<file path="src/rtl/polyvec_matvec_sched.sv">
// polyvec_matvec_sched
//   Sequencer for the NTT-domain matrix-vector product t = A*v. Walks
//   (i, j, n) with n fastest, then j, then i, presenting one coefficient-pair
//   address per enabled cycle to the pointwise multiplier. A tag pipe of
//   MUL_LAT stages tracks each issued tuple so the accumulator write arrives
//   with the multiplier result: overwrite on j==0, add on j>0.
// Ports
//   clock, reset      rising-edge clock, synchronous active-high reset
//   start             begin a product (honoured in IDLE only)
//   stall             freeze issue and tag pipe for this cycle
//   busy, done        run in progress / one-cycle completion pulse
//   mul_en            multiplier pipe clock enable (= ~stall)
//   issue_valid       mat_addr / vec_addr carry a tuple this cycle
//   mat_addr          (i*L+j)*N+n
//   vec_addr          j*N+n
//   acc_we            multiplier result present, write accumulator
//   acc_first         overwrite instead of add (tuple had j==0)
//   acc_addr          i*N+n of the result leaving the pipe
//   row_done          result is the final contribution (j==L-1)
//
// state | meaning
// IDLE  | waiting for start
// ISSUE | one tuple per unstalled cycle
// DRAIN | all tuples issued, waiting for tag pipe to empty
// DONE  | done pulse, back to IDLE
module polyvec_matvec_sched #(
  parameter int K       = 6,
  parameter int L       = 5,
  parameter int N       = 256,
  parameter int MUL_LAT = 3,
  parameter int MAT_W   = $clog2(K*L*N),
  parameter int VEC_W   = $clog2(L*N),
  parameter int ACC_W   = $clog2(K*N)
) (
  input  logic             clock,
  input  logic             reset,
  input  logic             start,
  input  logic             stall,
  output logic             busy,
  output logic             done,
  output logic             mul_en,
  output logic             issue_valid,
  output logic [MAT_W-1:0] mat_addr,
  output logic [VEC_W-1:0] vec_addr,
  output logic             acc_we,
  output logic             acc_first,
  output logic [ACC_W-1:0] acc_addr,
  output logic             row_done
);

  localparam int NW = (N > 1) ? $clog2(N) : 1;
  localparam int LW = (L > 1) ? $clog2(L) : 1;
  localparam int KW = (K > 1) ? $clog2(K) : 1;

  typedef enum logic [1:0] {IDLE, ISSUE, DRAIN, DONE} state_t;
  state_t state;

  logic [NW-1:0]    n_cnt;
  logic [LW-1:0]    j_cnt;
  logic [KW-1:0]    i_cnt;
  logic [ACC_W-1:0] row_base;  // i*N, kept by increment

  logic [MUL_LAT-1:0] tag_valid;
  logic [MUL_LAT-1:0] tag_first;
  logic [MUL_LAT-1:0] tag_last;
  logic [ACC_W-1:0]   tag_addr [MUL_LAT];

  logic last_n, last_j, last_i, last_all, upstream_empty;

  assign last_n   = (n_cnt == NW'(N-1));
  assign last_j   = (j_cnt == LW'(L-1));
  assign last_i   = (i_cnt == KW'(K-1));
  assign last_all = last_n && last_j && last_i;

  assign mul_en      = !stall;
  assign issue_valid = (state == ISSUE) && !stall;

  assign acc_we    = tag_valid[MUL_LAT-1] && !stall;
  assign acc_first = tag_first[MUL_LAT-1];
  assign row_done  = tag_last[MUL_LAT-1];
  assign acc_addr  = tag_addr[MUL_LAT-1];

  // Everything ahead of the final stage is empty: the result now at the
  // output is the last one, so the next enabled cycle retires the run.
  always_comb begin
    upstream_empty = 1'b1;
    for (int s = 0; s < MUL_LAT-1; s++) begin
      if (tag_valid[s]) upstream_empty = 1'b0;
    end
  end

  always_ff @(posedge clock) begin
    if (reset) begin
      state     <= IDLE;
      busy      <= 1'b0;
      done      <= 1'b0;
      n_cnt     <= '0;
      j_cnt     <= '0;
      i_cnt     <= '0;
      row_base  <= '0;
      mat_addr  <= '0;
      vec_addr  <= '0;
      tag_valid <= '0;
      tag_first <= '0;
      tag_last  <= '0;
      for (int s = 0; s < MUL_LAT; s++) tag_addr[s] <= '0;
    end else begin
      done <= 1'b0;

      if (!stall) begin
        for (int s = MUL_LAT-1; s > 0; s--) begin
          tag_valid[s] <= tag_valid[s-1];
          tag_first[s] <= tag_first[s-1];
          tag_last[s]  <= tag_last[s-1];
          tag_addr[s]  <= tag_addr[s-1];
        end
        tag_valid[0] <= issue_valid;
        tag_first[0] <= (j_cnt == '0);
        tag_last[0]  <= last_j;
        tag_addr[0]  <= row_base + ACC_W'(n_cnt);
      end

      unique case (state)
        IDLE: begin
          if (start) begin
            state    <= ISSUE;
            busy     <= 1'b1;
            n_cnt    <= '0;
            j_cnt    <= '0;
            i_cnt    <= '0;
            row_base <= '0;
            mat_addr <= '0;
            vec_addr <= '0;
          end
        end
        ISSUE: begin
          if (!stall) begin
            if (last_all) begin
              state    <= DRAIN;
              n_cnt    <= '0;
              j_cnt    <= '0;
              i_cnt    <= '0;
              row_base <= '0;
              mat_addr <= '0;
              vec_addr <= '0;
            end else begin
              mat_addr <= mat_addr + MAT_W'(1);
              vec_addr <= (last_n && last_j) ? '0 : vec_addr + VEC_W'(1);
              if (!last_n) begin
                n_cnt <= n_cnt + NW'(1);
              end else begin
                n_cnt <= '0;
                if (!last_j) begin
                  j_cnt <= j_cnt + LW'(1);
                end else begin
                  j_cnt    <= '0;
                  i_cnt    <= i_cnt + KW'(1);
                  row_base <= row_base + ACC_W'(N);
                end
              end
            end
          end
        end
        DRAIN: begin
          if (!stall && upstream_empty) begin
            state <= DONE;
            busy  <= 1'b0;
            done  <= 1'b1;
          end
        end
        DONE: state <= IDLE;
        default: state <= IDLE;
      endcase
    end
  end

endmodule

</file>
<file path="config.mk">
export PLATFORM = sky130hd
export DESIGN_NAME = polyvec_matvec_sched
export DESIGN_NICKNAME = d
export VERILOG_FILES = /design/src/rtl/polyvec_matvec_sched.sv
export SDC_FILE = /design/constraint.sdc
export NUM_CORES = 1
export LEC_CHECK = 0
export ABC_AREA = 1
export ABC_CLOCK_PERIOD_IN_PS = 2200
export CAP_MARGIN = 20
export CORE_MARGIN = 2
export CORE_UTILIZATION = 56
export DETAILED_ROUTE_END_ITERATION = 6
export PLACE_DENSITY = 0.8
export SYNTH_ARGS = -nofsm -noshare
export SYNTH_HDL_FRONTEND = slang
export SYNTH_SLANG_ARGS = --single-unit
</file>
<file path="constraint.sdc">
create_clock -name clock -period 2.2 [get_ports clock]
set_input_delay 0.44 -clock clock [delete_from_list [all_inputs] [get_ports clock]]
set_output_delay 0.44 -clock clock [all_outputs]
set_load 0.02 [all_outputs]
</file>
==> impl_results.md <==
- Clk buf depth: 2
- Synthesized Nets: 526
- Syn Std Cell Area: 4090 um^2
- Clock latency on the worst-skew pair: 0.36 ns
- Fin Setup TNS: 0 ns
- Setup violators final: 0
- Yosys top cell area share: 26.43%
- Tcrit/Tclk final: 96.07%
- Hold Path Class: flip-flop to flip-flop
- Final Hold Viols: 0
- CTS root buffer: clkbuf_8
- Post-synthesis sequential area ratio: 50.66%
- Cell mode on critical path: clkdlybuf4s50_1
- Yosys reg bits: 87
- Combinational power share: 32.2%
- CP top delay family: buffers and inverters
- Mapped Cells: 510
- Leakage: 0.001927 uW
- Diodes inserted: 0
- Count leader, synth: nand2_1
- WP data required: 1.76 ns
- Pint: 2877 uW
- Post-layout minimum cycle time: 2.113 ns
- Post-synth top flop: dfxtp_1
- Die area: 8003 um^2
- Core area: 7176 um^2
- Post-Route WL: 7712 um
- Share of layout cells above drive strength 1: 8.156%
- TritonRoute pass-1 iters: 4
- Layout area overhead: 18.66%
- R2R depth: 8
- Max incr delay on CP: 0.60 ns
- Postcts setup bufs: 0
- Worst-path cell chain: clkdlybuf4s50_1 > nor2_1 > clkdlybuf4s50_1
- FP Rows: 31
- Worst reg2reg path endpoint: vec_addr[7]
- Routability cong.: 0.8286
- Reg power frac: 42.7%
- Post-synth EDFFs: 33
- VDD IR max: 0.5257 mV
- Tot GR Track Use: 21.70%
- Worst setup SP type: primary input
- Top cell type by total area after synthesis: dfxtp_1
- Worst hold path depth: 2
- Max-slew violations: 0
- Buf/Inv on CP: 2
- Hold path endpoint: tag_valid[0]
- DP Wirelength: 5573 um
- Chip Width: 89.46 um
- Initial antenna violation count: 0
- Net Switching: 1543 uW
- Top cells by area, synth: dfxtp_1 26%, edfxtp_1 24%, nand2_1 9.1%
- TritonCTS Buffers: 9
- First-pass GRT wire length: 13470 um
- Starting Density: 57.00%
- Sw Share: 34.92%
- Cts repair resizes: 2
- Worst flop-to-flop path startpoint: state[0]
- RSZ-0062 raised after global routing: false
- Clock power frac: 25.1%
- Number of global-route vias before repair: 3204
- DR iter-0 viols: 137
- Crit path DAT: 1.67 ns
- Worst-path maximum fanout: 5
- Worst-path clk slew: 0.09 ns
- Syn Area/Cell: 8.020 um^2
- Hold Crit Start: tag_valid[0]
- Fin area: 4853 um^2
- # hold bufs at CTS: 0
- Nets@finish: 575
- R2r setup slk: 0.31 ns
- Drt drc: 0
- Routed Antenna Nets: 0
- F_max: 473.2 MHz
- Max Cap Violations: 0
- Synthesis Warnings: 0
- Clk_skew: 0.01075 ns
- CTS H-tree depth: 3
- Clock sink total: 87
- Asr flop ratio synth: 0%
- Average wire per standard cell: 11.63 um
- Cell Area, Placed: 4661 um^2
- Status: finished, final reports clean
- Grt ovf: 0
- Vias: 3297
- Via-per-instance ratio: 4.973
- PwrDens: 910.7 nW/um^2
- Critical path endpoint category: output port
- I/O Buffers: 45
- WS Path Type: primary input to output port
- Most instantiated cells after synthesis: 99 x nand2_1, 87 x nor2_1, 83 x inv_1
- Top Ports: 46
- DIE HEIGHT: 89.46 um
- Crit-path slowest cell: clkdlybuf4s50_1
- CTS tree: yes
- Post-synth cell types: 33
- Largest net degree at the start of global routing: 39
-- power groups by stage --
stage          Sequential [uW]  Clock [uW]  Combinational, uW
4_1_cts                   1890        1130               1440
5_1_grt                   1910        1200               1600
2_1_floorplan             1940           0                989
6_report                  1890        1110               1420
3_3_place_gp              1920           0               1390
3_5_place_dp              1920           0               1440
-- cell type report --
class,instances,area (um^2)
Clock buffer,10,127.6
Multi-Input combinational cell,314,1543
Clock inverter,6,67.56
Inverter,85,319.1
Timing Repair Buffer,62,600.6
Fill cell,587,2322
Sequential cell,87,2072
Tap cell,99,123.9
-- how the worst max path moves through the flow --
| stage | slack [ns] | startpoint | endpoint | cells after the start |
|---|---|---|---|---|
| finish | 0.09 | stall | acc_we | 3 |
| global route | 0.06 | stall | acc_we | 3 |
| CTS | 0.09 | stall | acc_we | 3 |
| detailed placement | -0.01 | stall | mul_en | 4 |
| global placement | 0.02 | stall | mul_en | 4 |
| floorplan | 0.14 | reset | tag_addr[0][0] | 3 |
-- flip-flops by register name, indices dropped and copies added, names as in the netlist --
signal	count
j_cnt	3
tag_first	3
tag_last	3
row_base	3
vec_addr	11
mat_addr	13
tag_addr	33
state	2
busy	1
tag_valid	3
n_cnt	8
done	1
i_cnt	3
-- per-layer routing --
metal  vias up  track usage, %  part of all wire [%]
met1      1522           26.13                    45
li1       1691               -                     -
met4         0           11.40                   1.4
met3        10           3.693                   3.3
met5         -               0                     0
met2        74           37.10                    50
-- cells in the final DEF (no fill, tap or decap), drive strengths merged --
cell type | Yosys | layout
a211oi | 1 | 1
a21oi | 23 | 23
a31oi | 2 | 2
and2 | 1 | 1
buf | 20 | 17
bufinv | 0 | 1
clkbuf | 4 | 10
clkdlybuf4s50 | 0 | 43
clkinv | 2 | 4
conb | 1 | 1
dfxtp | 54 | 54
dlygate4sd2 | 0 | 2
edfxtp | 33 | 33
ha | 12 | 12
inv | 83 | 86
nand2 | 102 | 102
nand3 | 26 | 26
nand3b | 1 | 1
nand4 | 7 | 7
nor2 | 94 | 94
nor3 | 11 | 11
o21a | 2 | 2
o21ai | 14 | 14
o22ai | 6 | 6
o32ai | 1 | 1
or2 | 2 | 2
xnor2 | 2 | 2
xor2 | 6 | 6
-- worst reg2reg max path, delay by kind of cell (launching register included) --
family / cells / cell delay, ns
fa+ha+maj: 1 / 0.26
buf+inv: 1 / 0.07
flops: 1 / 0.37
simple gates: 6 / 1.08
-- kinds of logic after synthesis --
family | synth area share, %
buffers and inverters | 11.62
and+or+nand+nor | 25.45
xor gates and xnor gates | 1.713
AOI/OAI and AO/OA | 6.791
DFF | 50.66
other | 0.09168
adders and majority gates | 3.671
-- metrics by stage --
stage | hold WS (ns) | util, % | cells | worst slack [ns] | total power [uW]
after floorplan | 0.4445 | - | 510 | 0.1351 | 2926
after global placement | 0.4481 | 64.95 | 647 | 0.02235 | 3304
after detailed placement | 0.4563 | 64.95 | 647 | -0.01435 | 3361
after CTS | 0.4703 | 67.64 | 663 | 0.08751 | 4456
after global routing | 0.4898 | 67.64 | 663 | 0.06144 | 4708
final | 0.4702 | 67.64 | 663 | 0.08652 | 4420
Note: power is estimated with default switching activity, not from simulation.
